==> config.mk <==
export PLATFORM = sky130hd
export DESIGN_NAME = output_serializer
export DESIGN_NICKNAME = d
export VERILOG_FILES = /design/src/rtl/output_serializer_pkg.sv /design/src/rtl/output_serializer_pair_fifo.sv /design/src/rtl/output_serializer.sv
export SDC_FILE = /design/constraint.sdc
export NUM_CORES = 1
export LEC_CHECK = 0
export ABC_AREA = 1
export BUFFER_PORTS_ARGS = -buffer_cell sky130_fd_sc_hd__buf_2
export CORE_UTILIZATION = 60
export CTS_CLUSTER_SIZE = 12
export DETAILED_ROUTE_END_ITERATION = 10
export PLACE_DENSITY = 0.86
export SETUP_SLACK_MARGIN = 0.1
export SYNTH_ARGS = -nofsm -noshare
export SYNTH_HDL_FRONTEND = slang
export SYNTH_SLANG_ARGS = --single-unit
==> constraint.sdc <==
create_clock -name clk -period 6.3 [get_ports clk]
set_clock_uncertainty 0.05 [all_clocks]
set_input_delay 0.945 -clock clk [delete_from_list [all_inputs] [get_ports clk]]
set_output_delay 0.945 -clock clk [all_outputs]
set_load 0.03 [all_outputs]
==> src/rtl/output_serializer_pkg.sv <==
// Shared constants, pair type and width helpers for the output serializer.
package output_serializer_pkg;

  localparam int DEFAULT_WIDTH = 24;
  localparam int DEFAULT_DEPTH = 4;

  // Instantiating scopes redeclare this with their own Width; older sample sits in the low half.
  typedef struct packed {
    logic [DEFAULT_WIDTH-1:0] newer;
    logic [DEFAULT_WIDTH-1:0] older;
  } pair_default_t;

  function automatic int ptr_w(input int depth);
    return $clog2(depth) + 1;
  endfunction

  function automatic int cnt_w(input int depth);
    return $clog2(2 * depth + 1);
  endfunction

endpackage

==> src/rtl/output_serializer_pair_fifo.sv <==
// Generic pair FIFO: storage, wrap-bit pointers, full/empty and synchronous flush.
module pair_fifo
  import output_serializer_pkg::*;
#(
  parameter int DW    = 2 * DEFAULT_WIDTH,
  parameter int DEPTH = DEFAULT_DEPTH,
  localparam int PW   = ptr_w(DEPTH)
) (
  input  logic          clk,
  input  logic          rstn,
  input  logic          clear,
  input  logic          wr_en,
  input  logic [DW-1:0] wr_data,
  input  logic          rd_en,
  output logic [DW-1:0] rd_data,
  output logic          full,
  output logic          empty,
  output logic [PW-1:0] used
);

  localparam int AW = PW - 1;

  logic [DW-1:0] mem [DEPTH];
  logic [PW-1:0] wr_ptr, rd_ptr;
  logic          push;

  assign full    = (wr_ptr[AW] != rd_ptr[AW]) && (wr_ptr[AW-1:0] == rd_ptr[AW-1:0]);
  assign empty   = (wr_ptr == rd_ptr);
  assign used    = wr_ptr - rd_ptr;
  assign push    = wr_en && !full;
  assign rd_data = mem[rd_ptr[AW-1:0]];

  always_ff @(posedge clk or negedge rstn) begin
    if (!rstn) begin
      wr_ptr <= '0;
      rd_ptr <= '0;
    end else if (clear) begin
      wr_ptr <= '0;
      rd_ptr <= '0;
    end else begin
      if (push)
        wr_ptr <= wr_ptr + 1'b1;
      if (rd_en && !empty)
        rd_ptr <= rd_ptr + 1'b1;
    end
  end

  // Storage is zeroed only by reset so the idle read path is deterministic; flush leaves it.
  always_ff @(posedge clk or negedge rstn) begin
    if (!rstn) begin
      for (int i = 0; i < DEPTH; i++)
        mem[i] <= '0;
    end else if (!clear && push) begin
      mem[wr_ptr[AW-1:0]] <= wr_data;
    end
  end

endmodule

==> src/rtl/output_serializer.sv <==
// Accepts result pairs and drains them one sample per cycle, older sample first.
// Optional activation clamp on the read path: OUTPUT_SERIALIZER_RELU_EN.
module output_serializer
  import output_serializer_pkg::*;
#(
  parameter int Width = DEFAULT_WIDTH,
  parameter int Depth = DEFAULT_DEPTH,
  localparam int CW   = cnt_w(Depth)
) (
  input  logic             clk,
  input  logic             rstn,
  input  logic             clear,
  input  logic [Width-1:0] din0,
  input  logic [Width-1:0] din1,
  input  logic             in_valid,
  output logic             in_ready,
  output logic [Width-1:0] dout,
  output logic             out_valid,
  input  logic             out_ready,
  output logic [CW-1:0]    count
);

  localparam int PW = ptr_w(Depth);

  typedef struct packed {
    logic [Width-1:0] newer;
    logic [Width-1:0] older;
  } pair_t;

  pair_t         wr_pair, head;
  logic          full, empty, phase, pop;
  logic [PW-1:0] used;
  logic [Width-1:0] sel;

  assign wr_pair = '{newer: din1, older: din0};

  pair_fifo #(.DW(2 * Width), .DEPTH(Depth)) u_fifo (
    .clk     (clk),
    .rstn    (rstn),
    .clear   (clear),
    .wr_en   (in_valid),
    .wr_data (wr_pair),
    .rd_en   (pop && phase),
    .rd_data (head),
    .full    (full),
    .empty   (empty),
    .used    (used)
  );

  assign in_ready  = !full;
  assign out_valid = !empty;
  assign pop       = out_valid && out_ready;
  assign count     = CW'({used, 1'b0}) - CW'(phase);

  always_ff @(posedge clk or negedge rstn) begin
    if (!rstn)
      phase <= 1'b0;
    else if (clear)
      phase <= 1'b0;
    else if (pop)
      phase <= ~phase;
  end

  assign sel = phase ? head.newer : head.older;

`ifdef OUTPUT_SERIALIZER_RELU_EN
  assign dout = sel[Width-1] ? '0 : sel;
`else
  assign dout = sel;
`endif

endmodule

==> impl_results.html, run 1 <==
<table>
<tr><th>Metric</th><th>Value</th></tr>
<tr><th colspan="2">Outcome</th></tr>
<tr><td>Result of the run</td><td>completed</td></tr>
<tr><th colspan="2">Timing</th></tr>
<tr><td>Crit path time final</td><td>3760 ps</td></tr>
<tr><td>Worst hold-check slack</td><td>426 ps</td></tr>
<tr><td>Worst Max-Slew Pin Slew</td><td>1120 ps</td></tr>
<tr><td>Relative slew margins</td><td>25.2%</td></tr>
<tr><td>Fmax</td><td>0.266 GHz</td></tr>
<tr><td>Total count of hold-check failures in the final report</td><td>0</td></tr>
<tr><td>Sum Neg Setup Slack</td><td>0 ps</td></tr>
<tr><td>Setup repair after global routing missed its margin</td><td>false</td></tr>
<tr><td>Final slew viol count</td><td>0</td></tr>
<tr><td>Final number of setup-violating endpoints</td><td>0</td></tr>
<tr><td>Final critical-path share of the clock period</td><td>59.7%</td></tr>
<tr><th colspan="2">Routing</th></tr>
<tr><td>Detail-routed net length per standard cell</td><td>17.3 microns</td></tr>
<tr><td>Total via count in the routed design</td><td>8566</td></tr>
<tr><td>Number of vias per cell</td><td>5.69</td></tr>
<tr><td>Number of iterations in the first detailed-routing pass</td><td>5</td></tr>
<tr><td>Post-Route WL</td><td>26000 microns</td></tr>
<tr><td>DRC viols</td><td>0</td></tr>
<tr><td>Initial DRC Count</td><td>1083</td></tr>
<tr><td>Number of nets with antenna violations after routing</td><td>0</td></tr>
<tr><th colspan="2">Power</th></tr>
<tr><td>Worst supply voltage drop on vdd</td><td>0.360 mV</td></tr>
<tr><td>Overall power consumption</td><td>4.67 mW</td></tr>
<tr><td>Pwr dens</td><td>446 nW/um^2</td></tr>
<tr><td>Static Leakage</td><td>5.74 nW</td></tr>
<tr><th colspan="2">Clocking</th></tr>
<tr><td>Clock Path Buffers</td><td>2</td></tr>
<tr><td>CTS HTree Levels</td><td>4</td></tr>
<tr><td>Number of clock buffers inserted by TritonCTS</td><td>17</td></tr>
<tr><td>Setup repair bufs after CTS</td><td>0</td></tr>
<tr><td>Number of buffers inserted by hold repair at cts</td><td>0</td></tr>
<tr><td>Skew-Pair Late Insertion Delay</td><td>430 ps</td></tr>
<tr><td>Clock transition at path regs</td><td>70 ps</td></tr>
<tr><td>Clock sink count</td><td>199</td></tr>
<tr><td># resized after CTS</td><td>0</td></tr>
<tr><td>Root buffer cell</td><td>sky130_fd_sc_hd__clkbuf_16</td></tr>
<tr><td>Clock tree from TritonCTS</td><td>done</td></tr>
<tr><th colspan="2">Finish</th></tr>
<tr><td>Layout overhead on the synthesized area</td><td>10.9%</td></tr>
<tr><td>Count of placed standard cells in the final layout, fillers left out</td><td>1506</td></tr>
<tr><td>Number of nets in the layout</td><td>1341</td></tr>
<tr><td>Fraction of final layout cells with drive strength greater than 1</td><td>10.7%</td></tr>
<tr><td>Summed area of non-filler cells in the final layout</td><td>10500 sq um</td></tr>
<tr><th colspan="2">Setup path</th></tr>
<tr><td>Required time of the critical path</td><td>5300 ps</td></tr>
<tr><td>Critical Path End Type</td><td>primary output</td></tr>
<tr><td>Setup slack of the most critical reg-to-reg path</td><td>3700 ps</td></tr>
<tr><td>Critical path type</td><td>reg -&gt; out</td></tr>
<tr><td>Worst Setup Start Kind</td><td>flop</td></tr>
<tr><td>Worst EP arrival</td><td>2770 ps</td></tr>
<tr><td>Worst Path Max Fanout</td><td>67</td></tr>
<tr><th colspan="2">Global route</th></tr>
<tr><td>Initial antenna violation count</td><td>5</td></tr>
<tr><td>Largest net degree at the start of global routing</td><td>76</td></tr>
<tr><td>Overall track demand over capacity in global routing</td><td>33.5%</td></tr>
<tr><td>Total global routing overflow</td><td>0</td></tr>
<tr><td>First-pass GRT wire length</td><td>41500 microns</td></tr>
<tr><td>Vias in the first global route</td><td>8077</td></tr>
<tr><th colspan="2">Floorplan</th></tr>
<tr><td>Die ar.</td><td>16200 sq um</td></tr>
<tr><td>Standard-cell rows</td><td>45</td></tr>
<tr><td>Horiz. Die Dim</td><td>127 microns</td></tr>
<tr><td>I/O pins</td><td>83</td></tr>
<tr><td>Initial core utilization</td><td>61.9%</td></tr>
<tr><td>Die height</td><td>127 microns</td></tr>
<tr><td>Std-Cell Core Area</td><td>15300 sq um</td></tr>
<tr><th colspan="2">Synthesis</th></tr>
<tr><td>Sequential fraction of the synthesis area</td><td>52.7%</td></tr>
<tr><td>Most used DFF post-synth</td><td>sky130_fd_sc_hd__dfrtp_1</td></tr>
<tr><td>Synth Instances</td><td>1240</td></tr>
<tr><td>Number of synthesized flops with an enable pin</td><td>0</td></tr>
<tr><td>Synthesis warning total</td><td>0</td></tr>
<tr><td>Synthesized flop and latch total</td><td>199</td></tr>
<tr><td>Total standard cell area after synthesis</td><td>9440 sq um</td></tr>
<tr><td>Share of flip-flops with an asynchronous set or reset after synthesis</td><td>100%</td></tr>
<tr><td>Post-synth cell types</td><td>21</td></tr>
<tr><td>Per-instance average area after synthesis</td><td>7.62 sq um</td></tr>
<tr><td>Net count after synthesis</td><td>1302</td></tr>
<tr><th colspan="2">Job</th></tr>
<tr><td>Number of max-cap violations</td><td>0</td></tr>
<tr><th colspan="2">Hold path</th></tr>
<tr><td>Class of the tightest hold or removal check</td><td>reg -&gt; reg</td></tr>
<tr><th colspan="2">Place</th></tr>
<tr><td>Port Buf Inserts</td><td>82</td></tr>
<tr><td>Post-placement cell area</td><td>9830 sq um</td></tr>
<tr><td>Final HPWL from detailed placement</td><td>14400 microns</td></tr>
<tr><td>Final weighted congestion of routability-driven global placement</td><td>0.849</td></tr>
<tr><td>Cells after DPL</td><td>1471</td></tr>
</table>
-- synthesized netlist by cell type, types with 2 or more instances --
cell type	n	area, sq um
sky130_fd_sc_hd__nor2_4	4	45.0
sky130_fd_sc_hd__buf_2	25	125
sky130_fd_sc_hd__o21ai_1	2	10.0
sky130_fd_sc_hd__nand2_1	668	2510
sky130_fd_sc_hd__dfrtp_1	199	4980
sky130_fd_sc_hd__o22ai_1	48	300
sky130_fd_sc_hd__buf_4	8	60.1
sky130_fd_sc_hd__nor2_1	100	375
sky130_fd_sc_hd__o21ai_0	96	480
sky130_fd_sc_hd__ha_1	8	100
sky130_fd_sc_hd__xor2_1	2	17.5
sky130_fd_sc_hd__clkbuf_1	32	120
sky130_fd_sc_hd__inv_1	18	67.6
sky130_fd_sc_hd__nand3_4	2	35.0
sky130_fd_sc_hd__buf_1	4	15.0
sky130_fd_sc_hd__buf_6	9	101
sky130_fd_sc_hd__nand4_1	4	25.0
sky130_fd_sc_hd__nand3_1	7	35.0
sky130_fd_sc_hd__xnor2_1	2	17.5
-- through the flow --
stage               util [%]  worst slack (ps)
floorplan                  -              3650
global placement        64.4              3100
detailed placement      64.4              3070
CTS                     68.6              2580
global route            68.6              2370
finish                  68.6              2540
-- sequential cells by signal, indices dropped and copies added (netlist names) --
| signal | cells |
|---|---|
| u_fifo.mem | 192 |
| u_fifo.rd_ptr | 3 |
| u_fifo.wr_ptr | 3 |
| phase | 1 |
-- critical path, cell delays in order (launching register included) --
cell                      delay [ps]
sky130_fd_sc_hd__dfrtp_2         410
sky130_fd_sc_hd__inv_2           780
sky130_fd_sc_hd__buf_4           430
sky130_fd_sc_hd__o21ai_0         130
sky130_fd_sc_hd__o22ai_1         140
sky130_fd_sc_hd__nand2_1          60
sky130_fd_sc_hd__nand2_1         130
sky130_fd_sc_hd__buf_2           200
-- routing by layer --
metal	vias up	wire length, microns	track usage, %
met1	4094	10300	44.1
met2	470	12500	55.4
li1	3947	-	-
met3	51	2580	6.53
met5	-	23	0
met4	4	572	12.2
-- area by class of cell --
type	count	area, sq um
inverter	18	67.6
tap	211	264
fill	1240	4790
timing repair buffer	98	539
sequential	199	4980
multi-input combinational	945	3970
clock inverter	14	198
clock buffer	18	439
antenna	3	7.51
-- logic make-up (layout without fill, tap and decap cells) --
kind of cell             Yosys count  in the layout  synth area share, %
AND/OR/NAND/NOR                  785            785                 32.0
flip-flops                       199            199                 52.7
AO/OA/AOI/OAI                    147            147                 8.43
buffers and inverters             96            148                 5.18
adder cells (fa/ha/maj)            9              9                 1.27
XOR/XNOR                           4              4                0.371
other                              0              3                    0
-- report_power, final --
group          internal [mW]  total, mW  switching, mW
clock                  0.681       1.18          0.498
combinational          0.490       1.49          0.996
sequential              1.73       2.01          0.273
-- path summary, 6_finish.rpt --
kind,from,end,cells after the start
max,u_fifo.rd_ptr[0],dout[17],7
min,u_fifo.mem[100],u_fifo.mem[100],2
max reg2reg,u_fifo.rd_ptr[0],u_fifo.mem[49],10
min reg2reg,u_fifo.mem[100],u_fifo.mem[100],2
max in group asynchronous,rstn,u_fifo.mem[82],2
min in group asynchronous,rstn,u_fifo.wr_ptr[2],1
-- layout by cell type (no fill, tap or decap), types with 3 or more instances in the layout --
cell type                    Yosys  routed
sky130_fd_sc_hd__nand2_1       668     668
sky130_fd_sc_hd__dfrtp_1       199     198
sky130_fd_sc_hd__nor2_1        100     100
sky130_fd_sc_hd__o21ai_0        96      96
sky130_fd_sc_hd__buf_2          25      81
sky130_fd_sc_hd__o22ai_1        48      48
sky130_fd_sc_hd__inv_1          18      17
sky130_fd_sc_hd__clkbuf_16       0      17
sky130_fd_sc_hd__buf_4           8      16
sky130_fd_sc_hd__ha_1            8       8
sky130_fd_sc_hd__nand3_1         7       7
sky130_fd_sc_hd__nor2_4          4       4
sky130_fd_sc_hd__nand4_1         4       4
sky130_fd_sc_hd__bufinv_16       0       4
sky130_fd_sc_hd__diode_2         0       3
sky130_fd_sc_hd__clkinvlp_4      0       3
sky130_fd_sc_hd__clkinv_2        0       3
No activity file was read; power rests on OpenSTA's default activity.
==> run 2: changes to the inputs <==
--- a/config.mk
+++ b/config.mk
@@ -7,10 +7,10 @@
 export LEC_CHECK = 0
 export ABC_AREA = 1
 export BUFFER_PORTS_ARGS = -buffer_cell sky130_fd_sc_hd__buf_2
-export CORE_UTILIZATION = 60
+export CORE_UTILIZATION = 54
 export CTS_CLUSTER_SIZE = 12
 export DETAILED_ROUTE_END_ITERATION = 10
-export PLACE_DENSITY = 0.86
+export PLACE_DENSITY = 0.82
 export SETUP_SLACK_MARGIN = 0.1
 export SYNTH_ARGS = -nofsm -noshare
 export SYNTH_HDL_FRONTEND = slang
==> constraint.sdc (replaced) <==
create_clock -name clk -period 3.27 [get_ports clk]
set_clock_uncertainty 0.05 [all_clocks]
set_input_delay 0.4905 -clock clk [delete_from_list [all_inputs] [get_ports clk]]
set_output_delay 0.4905 -clock clk [all_outputs]
set_load 0.03 [all_outputs]
==> run 2 against run 1 <==
  * Core utilization down 6.0 points
  * Clock power up 74%
  * First-iteration DRC count down 13%
  * Combinational power up 93%
==> impl_results.html, run 2 (synthesized netlist as in run 1, its figures left out) <==
<table>
<tr><th>Metric</th><th>Value</th></tr>
<tr><th colspan="2">Finish</th></tr>
<tr><td>Fill cell total of the finished layout</td><td>1478</td></tr>
<tr><td>Number of nets in the layout</td><td>1352</td></tr>
<tr><td>Top flop regs</td><td>u_fifo.mem: 192 flops, u_fifo.rd_ptr: 3 flops, u_fifo.wr_ptr: 3 flops</td></tr>
<tr><td>Multi-input gate area</td><td>3970 sq um</td></tr>
<tr><td>Count of placed standard cells in the final layout, fillers left out</td><td>1524</td></tr>
<tr><td>Most used cells in the layout excluding fill and tap cells</td><td>sky130_fd_sc_hd__nand2_1 (668), sky130_fd_sc_hd__dfrtp_1 (198), sky130_fd_sc_hd__nor2_1 (100)</td></tr>
<tr><td>Biggest register</td><td>u_fifo.mem</td></tr>
<tr><td>Area of all sequential standard cells</td><td>4980 sq um</td></tr>
<tr><td>Fraction of final layout cells with drive strength greater than 1</td><td>11.4%</td></tr>
<tr><td>Flip-flop count of the largest register after layout</td><td>192</td></tr>
<tr><td>Post-Route Utilization</td><td>62.6%</td></tr>
<tr><td>Layout overhead on the synthesized area</td><td>11.5%</td></tr>
<tr><td>Commonest non-fill, non-tap cell in the layout</td><td>sky130_fd_sc_hd__nand2_1</td></tr>
<tr><th colspan="2">Setup path</th></tr>
<tr><td>Worst Path Max Fanout</td><td>19</td></tr>
<tr><td>Worst reg2reg path endpoint</td><td>u_fifo.mem[93]</td></tr>
<tr><td>Cell seen most often among critical-path stages</td><td>sky130_fd_sc_hd__nand2_1</td></tr>
<tr><td>Worst EP arrival</td><td>2280 ps</td></tr>
<tr><td>Count of cells along the worst register-to-register path</td><td>9</td></tr>
<tr><td>Required time of the critical path</td><td>2730 ps</td></tr>
<tr><td>Critical path type</td><td>reg -&gt; out</td></tr>
<tr><td>Cells traversed along the worst timing path</td><td>ha_1 -&gt; fa_1 -&gt; nand3_1 -&gt; inv_1 -&gt; nand2_1 -&gt; nand2_1 -&gt; buf_2</td></tr>
<tr><td>Start of the worst register-to-register path</td><td>u_fifo.rd_ptr[0]</td></tr>
<tr><td>Critical Path End Type</td><td>primary output</td></tr>
<tr><td>Slowest Stage Delay on Critical Path</td><td>560 ps</td></tr>
<tr><td>Slowest stage cell, crit path</td><td>sky130_fd_sc_hd__dfrtp_2</td></tr>
<tr><td>Setup slack of the most critical reg-to-reg path</td><td>860 ps</td></tr>
<tr><td>Worst Setup Start Kind</td><td>flop</td></tr>
<tr><th colspan="2">Clocking</th></tr>
<tr><td>Skew-Pair Late Insertion Delay</td><td>430 ps</td></tr>
<tr><td>Clock tree from TritonCTS</td><td>done</td></tr>
<tr><td>Root buffer cell</td><td>sky130_fd_sc_hd__clkbuf_16</td></tr>
<tr><td>CTS HTree Levels</td><td>4</td></tr>
<tr><td># resized after CTS</td><td>0</td></tr>
<tr><td>Setup repair bufs after CTS</td><td>0</td></tr>
<tr><td>Number of clock buffers inserted by TritonCTS</td><td>17</td></tr>
<tr><td>Clock Path Buffers</td><td>2</td></tr>
<tr><td>Clock transition at path regs</td><td>70 ps</td></tr>
<tr><td>Clock sink count</td><td>199</td></tr>
<tr><td>Number of buffers inserted by hold repair at cts</td><td>0</td></tr>
<tr><th colspan="2">Timing</th></tr>
<tr><td>Final number of setup-violating endpoints</td><td>0</td></tr>
<tr><td>Crit path time final</td><td>2820 ps</td></tr>
<tr><td>Final critical-path share of the clock period</td><td>86.2%</td></tr>
<tr><td>Relative slew margins</td><td>31.5%</td></tr>
<tr><td>Setup repair after global routing missed its margin</td><td>false</td></tr>
<tr><td>Total count of hold-check failures in the final report</td><td>0</td></tr>
<tr><td>Sum Neg Setup Slack</td><td>0 ps</td></tr>
<tr><td>Worst Max-Slew Pin Slew</td><td>1030 ps</td></tr>
<tr><td>Worst hold-check slack</td><td>59.2 ps</td></tr>
<tr><td>Fmax</td><td>0.355 GHz</td></tr>
<tr><td>Final slew viol count</td><td>0</td></tr>
<tr><th colspan="2">Routing</th></tr>
<tr><td>DRC viols</td><td>0</td></tr>
<tr><td>Number of iterations in the first detailed-routing pass</td><td>7</td></tr>
<tr><td>Initial DRC Count</td><td>947</td></tr>
<tr><td>Detail-routed net length per standard cell</td><td>17.0 microns</td></tr>
<tr><td>Total via count in the routed design</td><td>8577</td></tr>
<tr><td>Number of nets with antenna violations after routing</td><td>0</td></tr>
<tr><td>Number of vias per cell</td><td>5.63</td></tr>
<tr><td>Post-Route WL</td><td>25900 microns</td></tr>
<tr><th colspan="2">Place</th></tr>
<tr><td>Final weighted congestion of routability-driven global placement</td><td>0.835</td></tr>
<tr><td>Cells after DPL</td><td>1491</td></tr>
<tr><td>Final HPWL from detailed placement</td><td>15200 microns</td></tr>
<tr><td>Port Buf Inserts</td><td>82</td></tr>
<tr><th colspan="2">Floorplan</th></tr>
<tr><td>Horiz. Die Dim</td><td>134 microns</td></tr>
<tr><td>Std-Cell Core Area</td><td>16800 sq um</td></tr>
<tr><td>I/O pins</td><td>83</td></tr>
<tr><td>Die height</td><td>134 microns</td></tr>
<tr><td>Initial core utilization</td><td>56.1%</td></tr>
<tr><td>Die ar.</td><td>18000 sq um</td></tr>
<tr><td>Standard-cell rows</td><td>47</td></tr>
<tr><th colspan="2">Power</th></tr>
<tr><td>Net switching power figure</td><td>3.37 mW</td></tr>
<tr><td>Clk network pwr share</td><td>23.4%</td></tr>
<tr><td>Pwr dens</td><td>833 nW/um^2</td></tr>
<tr><td>Net Sw Frac</td><td>38.4%</td></tr>
<tr><td>Pint</td><td>5.40 mW</td></tr>
<tr><td>Static Leakage</td><td>5.76 nW</td></tr>
<tr><td>Worst supply voltage drop on vdd</td><td>0.543 mV</td></tr>
<tr><td>Share of total power in combinational logic</td><td>32.9%</td></tr>
<tr><td>Sequential fraction of design power</td><td>43.7%</td></tr>
<tr><th colspan="2">Global route</th></tr>
<tr><td>Initial antenna violation count</td><td>1</td></tr>
<tr><td>Vias in the first global route</td><td>8388</td></tr>
<tr><td>First-pass GRT wire length</td><td>42300 microns</td></tr>
<tr><td>Largest net degree at the start of global routing</td><td>85</td></tr>
<tr><td>Total global routing overflow</td><td>0</td></tr>
<tr><td>Overall track demand over capacity in global routing</td><td>30.3%</td></tr>
<tr><th colspan="2">Outcome</th></tr>
<tr><td>Result of the run</td><td>completed</td></tr>
<tr><th colspan="2">Hold path</th></tr>
<tr><td>Class of the tightest hold or removal check</td><td>in -&gt; async</td></tr>
<tr><th colspan="2">Job</th></tr>
<tr><td>Number of max-cap violations</td><td>0</td></tr>
</table>
[run 2: cell count changes in the layout (fill, tap and decap cells not counted), sizes merged]
| cell | before | now |
|---|---|---|
| clkbuf | 19 | 21 |
| clkinvlp | 3 | 6 |
| clkinv | 4 | 3 |
| bufinv | 4 | 1 |
| buf | 97 | 108 |
| inv | 21 | 20 |
| diode | 3 | 1 |
[run 2: how the worst max path moves through the flow]
stage	startpoint	endpoint	cells past startpoint
6_report	u_fifo.rd_ptr[0]	count[3]	7
5_1_grt	u_fifo.rd_ptr[1]	dout[15]	7
4_1_cts	u_fifo.rd_ptr[0]	count[3]	7
3_5_place_dp	u_fifo.rd_ptr[0]	count[3]	7
3_3_place_gp	u_fifo.rd_ptr[0]	count[3]	7
2_1_floorplan	u_fifo.rd_ptr[1]	u_fifo.mem[123]	13
[run 2: power by group through the flow]
stage	registers [mW]	clock network (mW)	logic, mW
final	3.83	2.05	2.88
after global routing	3.92	2.16	3.23
after CTS	3.81	2.07	2.87
after detailed placement	3.83	0	2.85
after global placement	3.81	0	2.77
after floorplan	3.70	0	2.10
[run 2: through the flow]
step	area, sq um	setup WS (ps)	power [mW]
floorplan	9440	1050	5.80
global placement	9940	939	6.58
detailed placement	9940	919	6.68
CTS	10500	451	8.76
global route	10500	325	9.31
finish	10500	452	8.77
[run 2: final cells by class]
cell class / instances / share of cell area (%)
Antenna cell: 1 / 0.0238
Clock buffer: 20 / 4.34
Clock inverter: 12 / 1.15
Inverter: 18 / 0.642
Multi-Input combinational cell: 945 / 37.8
Sequential cell: 199 / 47.3
Tap cell: 220 / 2.62
Timing Repair Buffer: 109 / 6.15
[run 2: layer usage]
metal	vias to the layer above	GRT usage, %	wire length, microns
li1	3984	-	-
met5	-	0	13
met3	57	5.52	2110
met2	408	49.9	12500
met4	2	11.7	557
met1	4126	39.9	10700
[run 2: worst max-delay path: cells and delay by family, from the launching register on]
| family | cells | cell delay, ps |
|---|---|---|
| fa+ha+maj | 2 | 790 |
| buf+inv | 2 | 280 |
| flops | 1 | 560 |
| simple gates | 3 | 220 |
==> run 3: changes to the inputs <==
--- a/config.mk
+++ b/config.mk
@@ -10,7 +10,7 @@
 export CORE_UTILIZATION = 54
 export CTS_CLUSTER_SIZE = 12
 export DETAILED_ROUTE_END_ITERATION = 10
-export PLACE_DENSITY = 0.82
+export PLACE_DENSITY_LB_ADDON = 0.15
 export SETUP_SLACK_MARGIN = 0.1
 export SYNTH_ARGS = -nofsm -noshare
 export SYNTH_HDL_FRONTEND = slang
==> run 3 against run 2 <==
  * Setup slack gained 58 ps
  * Sequential share of layout area is 0.42 points lower
  * Critical path depth is the same
  * Wire length decreased by 0.20%
  * Via count shrank 2.4%
  * Critical endpoint is now dout[22]
  * Cell count about the same
  * Core utilization increased by 0.56 points
  * Cell area increased by 0.89%
  * Die area is the same
  * Worst hold slack lost 13 ps
  * Sequential cell count did not move
==> impl_results.html, run 3 (synthesized netlist as in run 1, its figures left out) <==
<table>
<tr><th>Metric</th><th>Value</th></tr>
<tr><th colspan="2">Clocking</th></tr>
<tr><td>Setup repair bufs after CTS</td><td>0</td></tr>
<tr><td>CTS HTree Levels</td><td>4</td></tr>
<tr><td>Clock sink count</td><td>199</td></tr>
<tr><td>Clock tree from TritonCTS</td><td>done</td></tr>
<tr><td>Number of buffers inserted by hold repair at cts</td><td>0</td></tr>
<tr><td>Clock Path Buffers</td><td>2</td></tr>
<tr><td>Skew-Pair Late Insertion Delay</td><td>430 ps</td></tr>
<tr><td>Root buffer cell</td><td>sky130_fd_sc_hd__clkbuf_16</td></tr>
<tr><td>Number of clock buffers inserted by TritonCTS</td><td>17</td></tr>
<tr><td>Clock transition at path regs</td><td>70 ps</td></tr>
<tr><td># resized after CTS</td><td>0</td></tr>
<tr><th colspan="2">Floorplan</th></tr>
<tr><td>I/O pins</td><td>83</td></tr>
<tr><td>Horiz. Die Dim</td><td>134 microns</td></tr>
<tr><td>Die height</td><td>134 microns</td></tr>
<tr><td>Initial core utilization</td><td>56.1%</td></tr>
<tr><td>Die ar.</td><td>18000 sq um</td></tr>
<tr><td>Std-Cell Core Area</td><td>16800 sq um</td></tr>
<tr><td>Standard-cell rows</td><td>47</td></tr>
<tr><th colspan="2">Setup path</th></tr>
<tr><td>Slowest stage cell, crit path</td><td>sky130_fd_sc_hd__dfrtp_2</td></tr>
<tr><td>Buffer and inverter count on the worst path</td><td>3</td></tr>
<tr><td>Critical Path End Type</td><td>primary output</td></tr>
<tr><td>Worst EP arrival</td><td>2220 ps</td></tr>
<tr><td>Required time of the critical path</td><td>2730 ps</td></tr>
<tr><td>Top Family by Delay on Critical Path</td><td>buffers and inverters</td></tr>
<tr><td>Cells traversed along the worst timing path</td><td>inv_2 -&gt; buf_4 -&gt; o21ai_0 -&gt; o22ai_1 -&gt; nand2_1 -&gt; nand2_1 -&gt; buf_2</td></tr>
<tr><td>Setup slack of the most critical reg-to-reg path</td><td>890 ps</td></tr>
<tr><td>Cell seen most often among critical-path stages</td><td>sky130_fd_sc_hd__nand2_1</td></tr>
<tr><td>Worst Path Max Fanout</td><td>20</td></tr>
<tr><td>Slowest Stage Delay on Critical Path</td><td>440 ps</td></tr>
<tr><td>Critical path type</td><td>reg -&gt; out</td></tr>
<tr><td>Worst Setup Start Kind</td><td>flop</td></tr>
<tr><th colspan="2">Power</th></tr>
<tr><td>Pint</td><td>5.54 mW</td></tr>
<tr><td>Static Leakage</td><td>5.80 nW</td></tr>
<tr><td>Worst supply voltage drop on vdd</td><td>0.550 mV</td></tr>
<tr><td>Pwr dens</td><td>841 nW/um^2</td></tr>
<tr><td>Sequential fraction of design power</td><td>42.5%</td></tr>
<tr><td>Net switching power figure</td><td>3.39 mW</td></tr>
<tr><td>Net Sw Frac</td><td>38.0%</td></tr>
<tr><td>Clk network pwr share</td><td>24.5%</td></tr>
<tr><td>Share of total power in combinational logic</td><td>32.9%</td></tr>
<tr><td>Overall power consumption</td><td>8.93 mW</td></tr>
<tr><th colspan="2">Timing</th></tr>
<tr><td>Crit path time final</td><td>2760 ps</td></tr>
<tr><td>Relative slew margins</td><td>38.0%</td></tr>
<tr><td>Worst Max-Slew Pin Slew</td><td>929 ps</td></tr>
<tr><td>Setup repair after global routing missed its margin</td><td>false</td></tr>
<tr><td>Final slew viol count</td><td>0</td></tr>
<tr><td>Sum Neg Setup Slack</td><td>0 ps</td></tr>
<tr><td>Final worst-path setup slack</td><td>511 ps</td></tr>
<tr><td>Fmax</td><td>0.362 GHz</td></tr>
<tr><td>Final critical-path share of the clock period</td><td>84.4%</td></tr>
<tr><td>Total count of hold-check failures in the final report</td><td>0</td></tr>
<tr><td>Final number of setup-violating endpoints</td><td>0</td></tr>
<tr><th colspan="2">Hold path</th></tr>
<tr><td>Class of the tightest hold or removal check</td><td>in -&gt; async</td></tr>
<tr><th colspan="2">Routing</th></tr>
<tr><td>Number of iterations in the first detailed-routing pass</td><td>6</td></tr>
<tr><td>Detail-routed net length per standard cell</td><td>17.0 microns</td></tr>
<tr><td>Post-Route WL</td><td>25800 microns</td></tr>
<tr><td>Number of nets with antenna violations after routing</td><td>0</td></tr>
<tr><td>Initial DRC Count</td><td>783</td></tr>
<tr><td>Number of vias per cell</td><td>5.50</td></tr>
<tr><td>DRC viols</td><td>0</td></tr>
<tr><td>Total via count in the routed design</td><td>8373</td></tr>
<tr><th colspan="2">Global route</th></tr>
<tr><td>First-pass GRT wire length</td><td>42100 microns</td></tr>
<tr><td>Largest net degree at the start of global routing</td><td>82</td></tr>
<tr><td>Overall track demand over capacity in global routing</td><td>30.2%</td></tr>
<tr><td>Initial antenna violation count</td><td>1</td></tr>
<tr><td>Vias in the first global route</td><td>8271</td></tr>
<tr><td>Total global routing overflow</td><td>0</td></tr>
<tr><th colspan="2">Place</th></tr>
<tr><td>Final weighted congestion of routability-driven global placement</td><td>0.831</td></tr>
<tr><td>Worst setup timing slack at the placement stage</td><td>935 ps</td></tr>
<tr><td>Port Buf Inserts</td><td>82</td></tr>
<tr><td>Final HPWL from detailed placement</td><td>15100 microns</td></tr>
<tr><th colspan="2">Finish</th></tr>
<tr><td>Number of nets in the layout</td><td>1351</td></tr>
<tr><td>Flip-flop count of the largest register after layout</td><td>192</td></tr>
<tr><td>Most used cells in the layout excluding fill and tap cells</td><td>sky130_fd_sc_hd__nand2_1 (668), sky130_fd_sc_hd__dfrtp_1 (198), sky130_fd_sc_hd__nor2_1 (100)</td></tr>
<tr><td>Commonest non-fill, non-tap cell in the layout</td><td>sky130_fd_sc_hd__nand2_1</td></tr>
<tr><td>Fraction of final layout cells with drive strength greater than 1</td><td>11.4%</td></tr>
<tr><td>Top flop regs</td><td>u_fifo.mem: 192 flops, u_fifo.rd_ptr: 3 flops, u_fifo.wr_ptr: 3 flops</td></tr>
<tr><td>Biggest register</td><td>u_fifo.mem</td></tr>
<tr><td>Layout overhead on the synthesized area</td><td>12.5%</td></tr>
<tr><th colspan="2">Outcome</th></tr>
<tr><td>Result of the run</td><td>completed</td></tr>
<tr><th colspan="2">Job</th></tr>
<tr><td>Number of max-cap violations</td><td>0</td></tr>
</table>
[run 3: cell types whose count changed in the layout (fill, tap and decap cells not counted)]
| cell | previous run | this run |
|---|---|---|
| sky130_fd_sc_hd__clkinvlp_4 | 6 | 5 |
| sky130_fd_sc_hd__buf_12 | 2 | 7 |
| sky130_fd_sc_hd__bufinv_16 | 1 | 3 |
| sky130_fd_sc_hd__inv_6 | 1 | 4 |
| sky130_fd_sc_hd__clkbuf_1 | 1 | 0 |
| sky130_fd_sc_hd__buf_4 | 25 | 19 |
| sky130_fd_sc_hd__clkinv_4 | 3 | 2 |
| sky130_fd_sc_hd__clkbuf_8 | 3 | 1 |
[run 3: path summary, 6_finish.rpt]
path                                  startpoint              to  depth (start not counted)
worst min-delay path                        rstn  u_fifo.mem[12]                          1
worst max-delay path            u_fifo.rd_ptr[0]        dout[22]                          7
max in group asynchronous                   rstn  u_fifo.mem[35]                          2
min in group clk                        din1[17]  u_fifo.mem[41]                          3
worst min register to register    u_fifo.mem[83]  u_fifo.mem[83]                          2
worst max register to register  u_fifo.rd_ptr[1]  u_fifo.mem[28]                         11
[run 3: stage by stage]
| step | hold slack (ps) | utilization, % | instances | instance area [sq um] |
|---|---|---|---|---|
| finish | 45.9 | 63.1 | 1523 | 10600 |
| global route | 78.2 | 63.1 | 1522 | 10600 |
| CTS | 75.2 | 63.1 | 1522 | 10600 |
| detailed placement | 410 | 59.5 | 1490 | 10000 |
| global placement | 406 | 59.5 | 1490 | 10000 |
| floorplan | 145 | - | 1240 | 9440 |
[run 3: worst register-to-register path: stages, from the launching register on]
cell and delay, ps:
sky130_fd_sc_hd__dfrtp_1 390, sky130_fd_sc_hd__inv_1 90, sky130_fd_sc_hd__buf_4 330, sky130_fd_sc_hd__ha_1 300, sky130_fd_sc_hd__nand2_1 60, sky130_fd_sc_hd__inv_1 70, sky130_fd_sc_hd__nand3_4 120, sky130_fd_sc_hd__nand3_4 150
sky130_fd_sc_hd__nor2_4 310, sky130_fd_sc_hd__buf_12 290, sky130_fd_sc_hd__nand2_1 100, sky130_fd_sc_hd__nand2_1 70
[run 3: layout make-up]
class                   instances  area [sq um]
diodes                          1          2.50
clock buffers                  17           425
clock inverters                15           191
fillers                      1531          6200
inverters                      18          67.6
multi-input cells             945          3970
flip-flops and latches        199          4980
well taps                     220           275
repair buffers                108           702
[run 3: power by group through the flow]
stage / logic [mW] / registers (mW) / clock network [mW]
after floorplan: 2.10 / 3.70 / 0
after global placement: 2.85 / 3.80 / 0
after detailed placement: 2.91 / 3.81 / 0
after CTS: 2.93 / 3.79 / 2.22
final: 2.94 / 3.80 / 2.19
after global routing: 3.30 / 3.90 / 2.32
[run 3: per-layer routing]
metal  GRT usage (%)  routed length, microns  share of wire (%)  vias to the layer above
met5               0                       0                  0                        -
met4            9.11                     499                1.9                        0
met3            5.82                    1500                5.8                       33
met2            50.9                   12600                 49                      295
met1            39.7                   11300                 44                     4078
li1                -                       -                  -                     3967
